--- src/rtl/rs232_host_link_pkg.sv ---
// Shared definitions for the RS232 host link: FSM state encodings, frame constants
// and the parity helper used by both the transmit and receive paths.
package rs232_host_link_pkg;

  typedef enum logic [2:0] {
    T_IDLE,
    T_START,
    T_DATA,
    T_PAR,
    T_STOP
  } tx_state_t;

  typedef enum logic [2:0] {
    R_IDLE,
    R_START,
    R_DATA,
    R_PAR,
    R_STOP
  } rx_state_t;

  localparam logic START_BIT = 1'b0;
  localparam logic STOP_BIT  = 1'b1;
  localparam int   DATA_BITS = 8;

  // odd = 1 makes the total number of ones (data + parity) odd.
  function automatic logic par_bit(input logic [7:0] data, input logic odd);
    return odd ? ~^data : ^data;
  endfunction

endpackage

--- src/rtl/rs232_host_link_if.sv ---
// Host-facing command/response bundle of the RS232 host link.
interface rs232_host_link_if;

  logic [7:0] cmd_data;
  logic       cmd_valid;
  logic       cmd_ready;
  logic [7:0] rsp_data;
  logic       rsp_valid;
  logic       parity_err;
  logic       frame_err;

  modport master (
    output cmd_data,
    output cmd_valid,
    input  cmd_ready,
    input  rsp_data,
    input  rsp_valid,
    input  parity_err,
    input  frame_err
  );

  modport slave (
    input  cmd_data,
    input  cmd_valid,
    output cmd_ready,
    output rsp_data,
    output rsp_valid,
    output parity_err,
    output frame_err
  );

endinterface

--- src/rtl/rs232_host_fifo.sv ---
// Small synchronous FIFO for the command path; full/empty are registered flags.
module rs232_host_fifo #(
  parameter int DEPTH = 4,
  parameter int WIDTH = 8
) (
  input  logic             clk,
  input  logic             rst,
  input  logic [WIDTH-1:0] wr_data,
  input  logic             push,
  input  logic             pop,
  output logic [WIDTH-1:0] rd_data,
  output logic             full,
  output logic             empty
);

  localparam int AW = $clog2(DEPTH);
  localparam logic [AW:0] DEPTH_CNT = (AW + 1)'(DEPTH);

  logic [WIDTH-1:0] mem [DEPTH];
  logic [AW-1:0]    wr_ptr;
  logic [AW-1:0]    rd_ptr;
  logic [AW:0]      count;
  logic [AW:0]      count_next;
  logic             do_push;
  logic             do_pop;

  assign do_push = push & ~full;
  assign do_pop  = pop & ~empty;
  assign rd_data = mem[rd_ptr];

  always_comb begin
    count_next = count;
    case ({do_push, do_pop})
      2'b10:   count_next = count + 1'b1;
      2'b01:   count_next = count - 1'b1;
      default: count_next = count;
    endcase
  end

  // Flags are derived from the next count so they are registered yet never lag.
  always_ff @(posedge clk or posedge rst) begin
    if (rst) begin
      wr_ptr <= '0;
      rd_ptr <= '0;
      count  <= '0;
      full   <= 1'b0;
      empty  <= 1'b1;
    end else begin
      if (do_push) wr_ptr <= wr_ptr + 1'b1;
      if (do_pop)  rd_ptr <= rd_ptr + 1'b1;
      count <= count_next;
      full  <= (count_next == DEPTH_CNT);
      empty <= (count_next == '0);
    end
  end

  always_ff @(posedge clk) begin
    if (do_push) mem[wr_ptr] <= wr_data;
  end

endmodule

--- src/rtl/rs232_host_link.sv ---
// Full-duplex RS232 host front end: FIFO-fed serializer and 2-flop-synced deserializer.
// Define RS232_HOST_PARITY_CHK_EN to report received parity mismatches on parity_err.
module rs232_host_link
  import rs232_host_link_pkg::*;
#(
  parameter logic [19:0] RS232_RATIO = 20'd1736,
  parameter logic        PARITY      = 1'b1,
  parameter int          FIFO_DEPTH  = 4
) (
  input  logic             clk,
  input  logic             rst,
  rs232_host_link_if.slave host,
  output logic             tx_busy,
  output logic             ser_out,
  input  logic             ser_in
);

  localparam logic [19:0] BIT_LAST = RS232_RATIO - 20'd1;
  localparam logic [19:0] HALF_BIT = RS232_RATIO >> 1;
  localparam logic [2:0]  LAST_IDX = 3'(DATA_BITS - 1);

  logic [7:0] fifo_head;
  logic       fifo_full;
  logic       fifo_empty;
  logic       fifo_pop;

  rs232_host_fifo #(
    .DEPTH (FIFO_DEPTH),
    .WIDTH (8)
  ) u_cmd_fifo (
    .clk     (clk),
    .rst     (rst),
    .wr_data (host.cmd_data),
    .push    (host.cmd_valid),
    .pop     (fifo_pop),
    .rd_data (fifo_head),
    .full    (fifo_full),
    .empty   (fifo_empty)
  );

  assign host.cmd_ready = ~fifo_full;

  tx_state_t   tx_state, tx_next;
  logic [19:0] tx_cnt, tx_cnt_next;
  logic [7:0]  tx_shift, tx_shift_next;
  logic [2:0]  tx_idx, tx_idx_next;
  logic        tx_par, tx_par_next;
  logic        ser_out_next;

  assign tx_busy = (tx_state != T_IDLE) | ~fifo_empty;

  // ser_out is registered from the upcoming state, so the line level changes on the same edge as the state.
  always_comb begin
    tx_next       = tx_state;
    tx_cnt_next   = tx_cnt;
    tx_shift_next = tx_shift;
    tx_idx_next   = tx_idx;
    tx_par_next   = tx_par;
    fifo_pop      = 1'b0;
    ser_out_next  = STOP_BIT;
    if (tx_state != T_IDLE) tx_cnt_next = tx_cnt - 20'd1;
    case (tx_state)
      T_IDLE: if (!fifo_empty) begin
        fifo_pop      = 1'b1;
        tx_shift_next = fifo_head;
        tx_par_next   = par_bit(fifo_head, PARITY);
        tx_cnt_next   = BIT_LAST;
        tx_next       = T_START;
      end
      T_START: if (tx_cnt == '0) begin
        tx_cnt_next = BIT_LAST;
        tx_idx_next = '0;
        tx_next     = T_DATA;
      end
      T_DATA: if (tx_cnt == '0) begin
        tx_cnt_next   = BIT_LAST;
        tx_shift_next = tx_shift >> 1;
        if (tx_idx == LAST_IDX) tx_next = T_PAR;
        else                    tx_idx_next = tx_idx + 3'd1;
      end
      T_PAR: if (tx_cnt == '0) begin
        tx_cnt_next = BIT_LAST;
        tx_next     = T_STOP;
      end
      T_STOP: if (tx_cnt == '0) begin
        tx_cnt_next = '0;
        tx_next     = T_IDLE;
      end
      default: tx_next = T_IDLE;
    endcase
    case (tx_next)
      T_START: ser_out_next = START_BIT;
      T_DATA:  ser_out_next = tx_shift_next[0];
      T_PAR:   ser_out_next = tx_par_next;
      default: ser_out_next = STOP_BIT;
    endcase
  end

  always_ff @(posedge clk or posedge rst) begin
    if (rst) begin
      tx_state <= T_IDLE;
      tx_cnt   <= '0;
      tx_shift <= '0;
      tx_idx   <= '0;
      tx_par   <= 1'b0;
      ser_out  <= STOP_BIT;
    end else begin
      tx_state <= tx_next;
      tx_cnt   <= tx_cnt_next;
      tx_shift <= tx_shift_next;
      tx_idx   <= tx_idx_next;
      tx_par   <= tx_par_next;
      ser_out  <= ser_out_next;
    end
  end

  logic [1:0]  rx_sync;
  logic        rx_bit;
  rx_state_t   rx_state, rx_next;
  logic [19:0] rx_cnt, rx_cnt_next;
  logic [7:0]  rx_shift, rx_shift_next;
  logic [2:0]  rx_idx, rx_idx_next;
  logic [7:0]  rsp_data_next;
  logic        rsp_valid_next;
  logic        parity_err_next;
  logic        frame_err_next;
`ifdef RS232_HOST_PARITY_CHK_EN
  logic        rx_par, rx_par_next;
`endif

  assign rx_bit = rx_sync[1];

  // Start detection loads half a bit so every later sample lands near the bit centre.
  always_comb begin
    rx_next         = rx_state;
    rx_cnt_next     = rx_cnt;
    rx_shift_next   = rx_shift;
    rx_idx_next     = rx_idx;
    rsp_data_next   = host.rsp_data;
    rsp_valid_next  = 1'b0;
    parity_err_next = 1'b0;
    frame_err_next  = 1'b0;
`ifdef RS232_HOST_PARITY_CHK_EN
    rx_par_next     = rx_par;
`endif
    if (rx_state != R_IDLE) rx_cnt_next = rx_cnt - 20'd1;
    case (rx_state)
      R_IDLE: if (rx_bit == START_BIT) begin
        rx_cnt_next = HALF_BIT;
        rx_next     = R_START;
      end
      R_START: if (rx_cnt == '0) begin
        if (rx_bit != START_BIT) begin
          rx_cnt_next = '0;
          rx_next     = R_IDLE;
        end else begin
          rx_cnt_next = BIT_LAST;
          rx_idx_next = '0;
          rx_next     = R_DATA;
        end
      end
      R_DATA: if (rx_cnt == '0) begin
        rx_cnt_next   = BIT_LAST;
        rx_shift_next = {rx_bit, rx_shift[7:1]};
        if (rx_idx == LAST_IDX) rx_next = R_PAR;
        else                    rx_idx_next = rx_idx + 3'd1;
      end
      R_PAR: if (rx_cnt == '0) begin
`ifdef RS232_HOST_PARITY_CHK_EN
        rx_par_next = rx_bit;
`endif
        rx_cnt_next = BIT_LAST;
        rx_next     = R_STOP;
      end
      R_STOP: if (rx_cnt == '0) begin
        rx_cnt_next = '0;
        rx_next     = R_IDLE;
        if (rx_bit == STOP_BIT) begin
          rsp_valid_next = 1'b1;
          rsp_data_next  = rx_shift;
`ifdef RS232_HOST_PARITY_CHK_EN
          parity_err_next = (rx_par != par_bit(rx_shift, PARITY));
`endif
        end else begin
          frame_err_next = 1'b1;
        end
      end
      default: rx_next = R_IDLE;
    endcase
  end

  always_ff @(posedge clk or posedge rst) begin
    if (rst) begin
      rx_sync         <= 2'b11;
      rx_state        <= R_IDLE;
      rx_cnt          <= '0;
      rx_shift        <= '0;
      rx_idx          <= '0;
      host.rsp_data   <= '0;
      host.rsp_valid  <= 1'b0;
      host.parity_err <= 1'b0;
      host.frame_err  <= 1'b0;
`ifdef RS232_HOST_PARITY_CHK_EN
      rx_par          <= 1'b0;
`endif
    end else begin
      rx_sync         <= {rx_sync[0], ser_in};
      rx_state        <= rx_next;
      rx_cnt          <= rx_cnt_next;
      rx_shift        <= rx_shift_next;
      rx_idx          <= rx_idx_next;
      host.rsp_data   <= rsp_data_next;
      host.rsp_valid  <= rsp_valid_next;
      host.parity_err <= parity_err_next;
      host.frame_err  <= frame_err_next;
`ifdef RS232_HOST_PARITY_CHK_EN
      rx_par          <= rx_par_next;
`endif
    end
  end

endmodule

--- src/flat_wrapper.sv ---
// flat-port wrapper written by rule: the top's interface ports become plain ports
module rs232_host_link_flat import rs232_host_link_pkg::*;
#(
  parameter logic [19:0] RS232_RATIO = 20'd1736,
  parameter logic        PARITY      = 1'b1,
  parameter int          FIFO_DEPTH  = 4
)
  (clk, rst, tx_busy, ser_out, ser_in, host_cmd_data, host_cmd_valid, host_cmd_ready, host_rsp_data, host_rsp_valid, host_parity_err, host_frame_err);
  rs232_host_link_if host_i ();
  input  logic clk;
  input  logic rst;
  output logic tx_busy;
  output logic ser_out;
  input  logic ser_in;
  input wire logic [$bits(host_i.cmd_data)-1:0] host_cmd_data;
  input wire logic [$bits(host_i.cmd_valid)-1:0] host_cmd_valid;
  output wire logic [$bits(host_i.cmd_ready)-1:0] host_cmd_ready;
  output wire logic [$bits(host_i.rsp_data)-1:0] host_rsp_data;
  output wire logic [$bits(host_i.rsp_valid)-1:0] host_rsp_valid;
  output wire logic [$bits(host_i.parity_err)-1:0] host_parity_err;
  output wire logic [$bits(host_i.frame_err)-1:0] host_frame_err;
  assign host_i.cmd_data = host_cmd_data;
  assign host_i.cmd_valid = host_cmd_valid;
  assign host_cmd_ready = host_i.cmd_ready;
  assign host_rsp_data = host_i.rsp_data;
  assign host_rsp_valid = host_i.rsp_valid;
  assign host_parity_err = host_i.parity_err;
  assign host_frame_err = host_i.frame_err;
  rs232_host_link #(.RS232_RATIO(RS232_RATIO), .PARITY(PARITY), .FIFO_DEPTH(FIFO_DEPTH)) u_core (.clk(clk), .rst(rst), .host(host_i), .tx_busy(tx_busy), .ser_out(ser_out), .ser_in(ser_in));
endmodule
--- config.mk ---
export PLATFORM = sky130hd
export DESIGN_NAME = rs232_host_link_flat
export DESIGN_NICKNAME = d
export VERILOG_FILES = /design/src/rtl/rs232_host_link_pkg.sv /design/src/rtl/rs232_host_link_if.sv /design/src/rtl/rs232_host_fifo.sv /design/src/rtl/rs232_host_link.sv /design/src/flat_wrapper.sv
export SDC_FILE = /design/constraint.sdc
export NUM_CORES = 1
export LEC_CHECK = 0
export CAP_MARGIN = 20
export CORE_MARGIN = 3
export CORE_UTILIZATION = 55
export DETAILED_ROUTE_END_ITERATION = 6
export GPL_ROUTABILITY_DRIVEN = 0
export PLACE_DENSITY = 0.77
export SYNTH_ARGS = -nofsm -noshare
export SYNTH_HDL_FRONTEND = slang
export SYNTH_HIERARCHICAL = 1
export SYNTH_SLANG_ARGS = --single-unit
--- constraint.sdc ---
create_clock -name clk -period 2.9 [get_ports clk]
set_clock_uncertainty 0.1 [all_clocks]
set_input_delay 0.87 -clock clk [delete_from_list [all_inputs] [get_ports clk]]
set_output_delay 0.87 -clock clk [all_outputs]
set_load 0.05 [all_outputs]
==> results by group <==
Yosys
  • Register area share after synthesis: 0.5435
  • Count of cell types in the netlist: 65
  • Post-synth EDFFs: 32
  • Syn nets: 566
  • Synth area leader: dfrtp_1
  • Synth warnings: 6
  • Top-area cell type share of the netlist area: 0.3649
  • Avg Inst Size Synth: 11.01 um^2
  • Post-Syn Instances: 542
  • Ys async rst share: 0.7398
  • Top cells by area, synth: dfrtp_1, edfxtp_1, mux2_2, a21oi_1, mux4_2
  • Post-synth design cell area: 5967 um^2
  • Post-synth top flop: dfrtp_1
  • Synth Register Bits: 123

Floorplan
  • Die Area: 12140 um^2
  • DIE HEIGHT: 110.2 um
  • CORE AREA: 10420 um^2
  • FP Rows: 37
  • # IOs: 26
  • Horiz. Die Dim: 110.2 um
  • Starting density of the core: 0.5729

Critical path
  • R2R Setup Slk: 0.07 ns
  • CP Data Required Time: 3.20 ns
  • RR Endpoint: u_core/rx_cnt[18]
  • Type of destination of the critical path: flop
  • Worst r2r src: u_core/rx_cnt[13]
  • WS Path Type: reg -> reg
  • Crit Path Max Fanout: 13
  • CP startpoint: u_core/rx_cnt[13]
  • Reg2reg path depth: 7
  • Setup crit end: u_core/rx_cnt[18]
  • Critical path data arrival time: 3.13 ns
  • Critical Path Start Type: flop

Routing
  • Vias/cell: 6.061
  • Detailed-route via count: 4467
  • First-pass DRT Iterations: 7
  • DRC Markers: 0
  • Routed WL per cell: 17.58 um
  • Routed Antenna Nets: 0
  • Final wirelength: 12960 um
  • Initial drt markers: 389

STA
  • Final setup violation count: 0
  • Slew HR: 0.4643
  • Fin worst setup slack: 0.06919 ns
  • Max-slew violations: 0
  • RSZ-0062 raised after global routing: false
  • Period minus WS final: 2.831 ns
  • Least-Margin Pin Slew: 0.7963 ns
  • Peak Freq: 353.3 MHz
  • Final worst path period share: 0.9761
  • Final Hold Violating Endpoints: 0
  • Setup TNS: 0 ns
  • Hold Slack: 0.2572 ns

Global route
  • First-pass GRT wire length: 21890 um
  • Largest net degree at the start of global routing: 27
  • GR Overflow Total: 0
  • Initial antenna violation count: 0
  • Vias in the first global route: 4506
  • Gr usage total: 0.2351

CTS
  • Clock slew at reported path FFs: 0.06 ns
  • Max Root-Sink Buffers: 2
  • Root buffer cell: clkbuf_8
  • CTS tree: built
  • Post-CTS setup buffers: 0
  • Clock sink count: 123
  • H-tree depth: 4
  • Worst skew pair latency: 0.53 ns
  • Cts bufs inserted: 17

Worst hold path
  • Type of the tightest min-delay check: reg -> reg

Job
  • Max-cap check violation count: 0

Place
  • DP Area: 6495 um^2
  • Dpl cells: 705
  • Worst slack, placed: -0.1372 ns
  • Hpwl dp: 8466 um
  • Port Buffers: 24

Layout
  • Commonest non-fill, non-tap cell in the layout: dfrtp_1
  • Commonest cells after routing, fill and taps aside: dfrtp_1, nand2_1, a21oi_1
  • Fill count: 737
  • Nets: 612
  • Utilization after layout: 0.6884
  • Share of cells above drive strength 1: 0.1747
  • Non-filler cells, final: 737
  • Finished Cell Area: 7171 um^2
  • Ant diodes: 0
  • Syn-to-layout area delta: 20.17%

Power
  • Cell Int Power: 4.089 mW
  • Clk pwr share: 0.410
  • Switching pwr: 1.557 mW
  • Sw Share: 0.2758
  • Logic gate share of total power: 0.186
  • Pwr Density: 787.4 nW/um^2
  • Overall Power: 5.646 mW
  • Peak supply drop: 824.7 uV
  • Flop pwr share: 0.404
  • Leakage: 3.068 nW

Run status
  • Outcome: completed
## state kept, by name, indices dropped and copies added, names as in the netlist, 8 cells and up
name	cells
u_core/host.rsp_data	8
u_core/rx_cnt	20
u_core/rx_shift	8
u_core/tx_cnt	20
u_core/tx_shift	8
u_core/u_cmd_fifo/mem	32
## Yosys cell counts, types with 3 or more instances
cell type and number:
nor3_1 21, edfxtp_1 32, xnor2_1 15, nand3b_1 3, mux2i_1 3, xor2_1 7
a21o_1 13, dfstp_2 4, dfrtp_1 87, ha_1 11, inv_1 27, a31oi_1 10
nor2b_1 4, nand4_1 3, or3_1 5, nand2b_1 5, nand3_1 15, and2_1 7
nor4_1 11, a311oi_1 3, mux4_2 8, or4_1 8, buf_2 4, a211oi_1 3
a22o_1 8, clkbuf_1 17, mux2_2 17, o21ai_0 28, nor2_1 29, o31ai_1 5
a21oi_1 38, or2_2 5, nand2_1 44
## critical path, stage by stage (launching register included)
cell	delay (ns)
dfrtp_1	0.42
or4_4	0.57
or4_4	0.47
or3_4	0.39
maj3_2	0.32
buf_4	0.19
a31oi_1	0.17
a31oi_1	0.06
## layout make-up
| class | instances | area [um^2] | share of cell area |
|---|---|---|---|
| clock buffer | 20 | 478.0 | 0.06665 |
| clock inverter | 12 | 181.4 | 0.02530 |
| inverter | 28 | 108.9 | 0.01518 |
| multi-input combinational | 366 | 2516 | 0.3509 |
| sequential | 123 | 3243 | 0.4523 |
| tap | 136 | 170.2 | 0.02373 |
| timing repair buffer | 52 | 473.0 | 0.06596 |
## kinds of logic (layout without fill, tap and decap cells)
family,count (synthesis),after routing,synth area share
buffers and inverters,53,112,0.03753
and+or+nand+nor,170,170,0.1464
other,1,1,0.0006285
AOI/OAI and AO/OA,130,130,0.1397
DFF,123,123,0.5435
adders and majority gates,14,14,0.02999
xor gates and xnor gates,23,23,0.03502
muxes,28,28,0.06731
## power groups by stage
stage          registers [mW]  logic [mW]  clock network [mW]
3_3_place_gp             2.27       0.987                   0
6_report                 2.28        1.05                2.32
2_1_floorplan            2.23       0.818                   0
3_5_place_dp             2.29        1.04                   0
4_1_cts                  2.28        1.06                2.35
5_1_grt                  2.32        1.17                2.44
## metal layers
| metal | GRT usage | wire (um) |
|---|---|---|
| met5 | 0 | 0 |
| met3 | 0.06407 | 733 |
| met2 | 0.3882 | 6675 |
| met1 | 0.3021 | 5376 |
| met4 | 0.07828 | 174 |
## what timing repair did
action / in CTS / in global routing
cloned: 0 / 0
hold buffers: 0 / 0
resized for setup: 1 / 2
endpoints found under the setup margin: 1 / 1
## worst min-delay path by stage
stage                       from                end  slack, ns  depth (start not counted)
4_1_cts        u_core/rx_sync[0]  u_core/rx_sync[1]       0.26                          0
3_5_place_dp   u_core/rx_sync[0]  u_core/rx_sync[1]       0.25                          0
2_1_floorplan  u_core/rx_sync[0]  u_core/rx_sync[1]       0.25                          0
3_3_place_gp   u_core/rx_sync[0]  u_core/rx_sync[1]       0.25                          0
6_report       u_core/rx_sync[0]  u_core/rx_sync[1]       0.26                          0
5_1_grt        u_core/rx_sync[0]  u_core/rx_sync[1]       0.26                          0
Power figures use the tool's default switching activity.
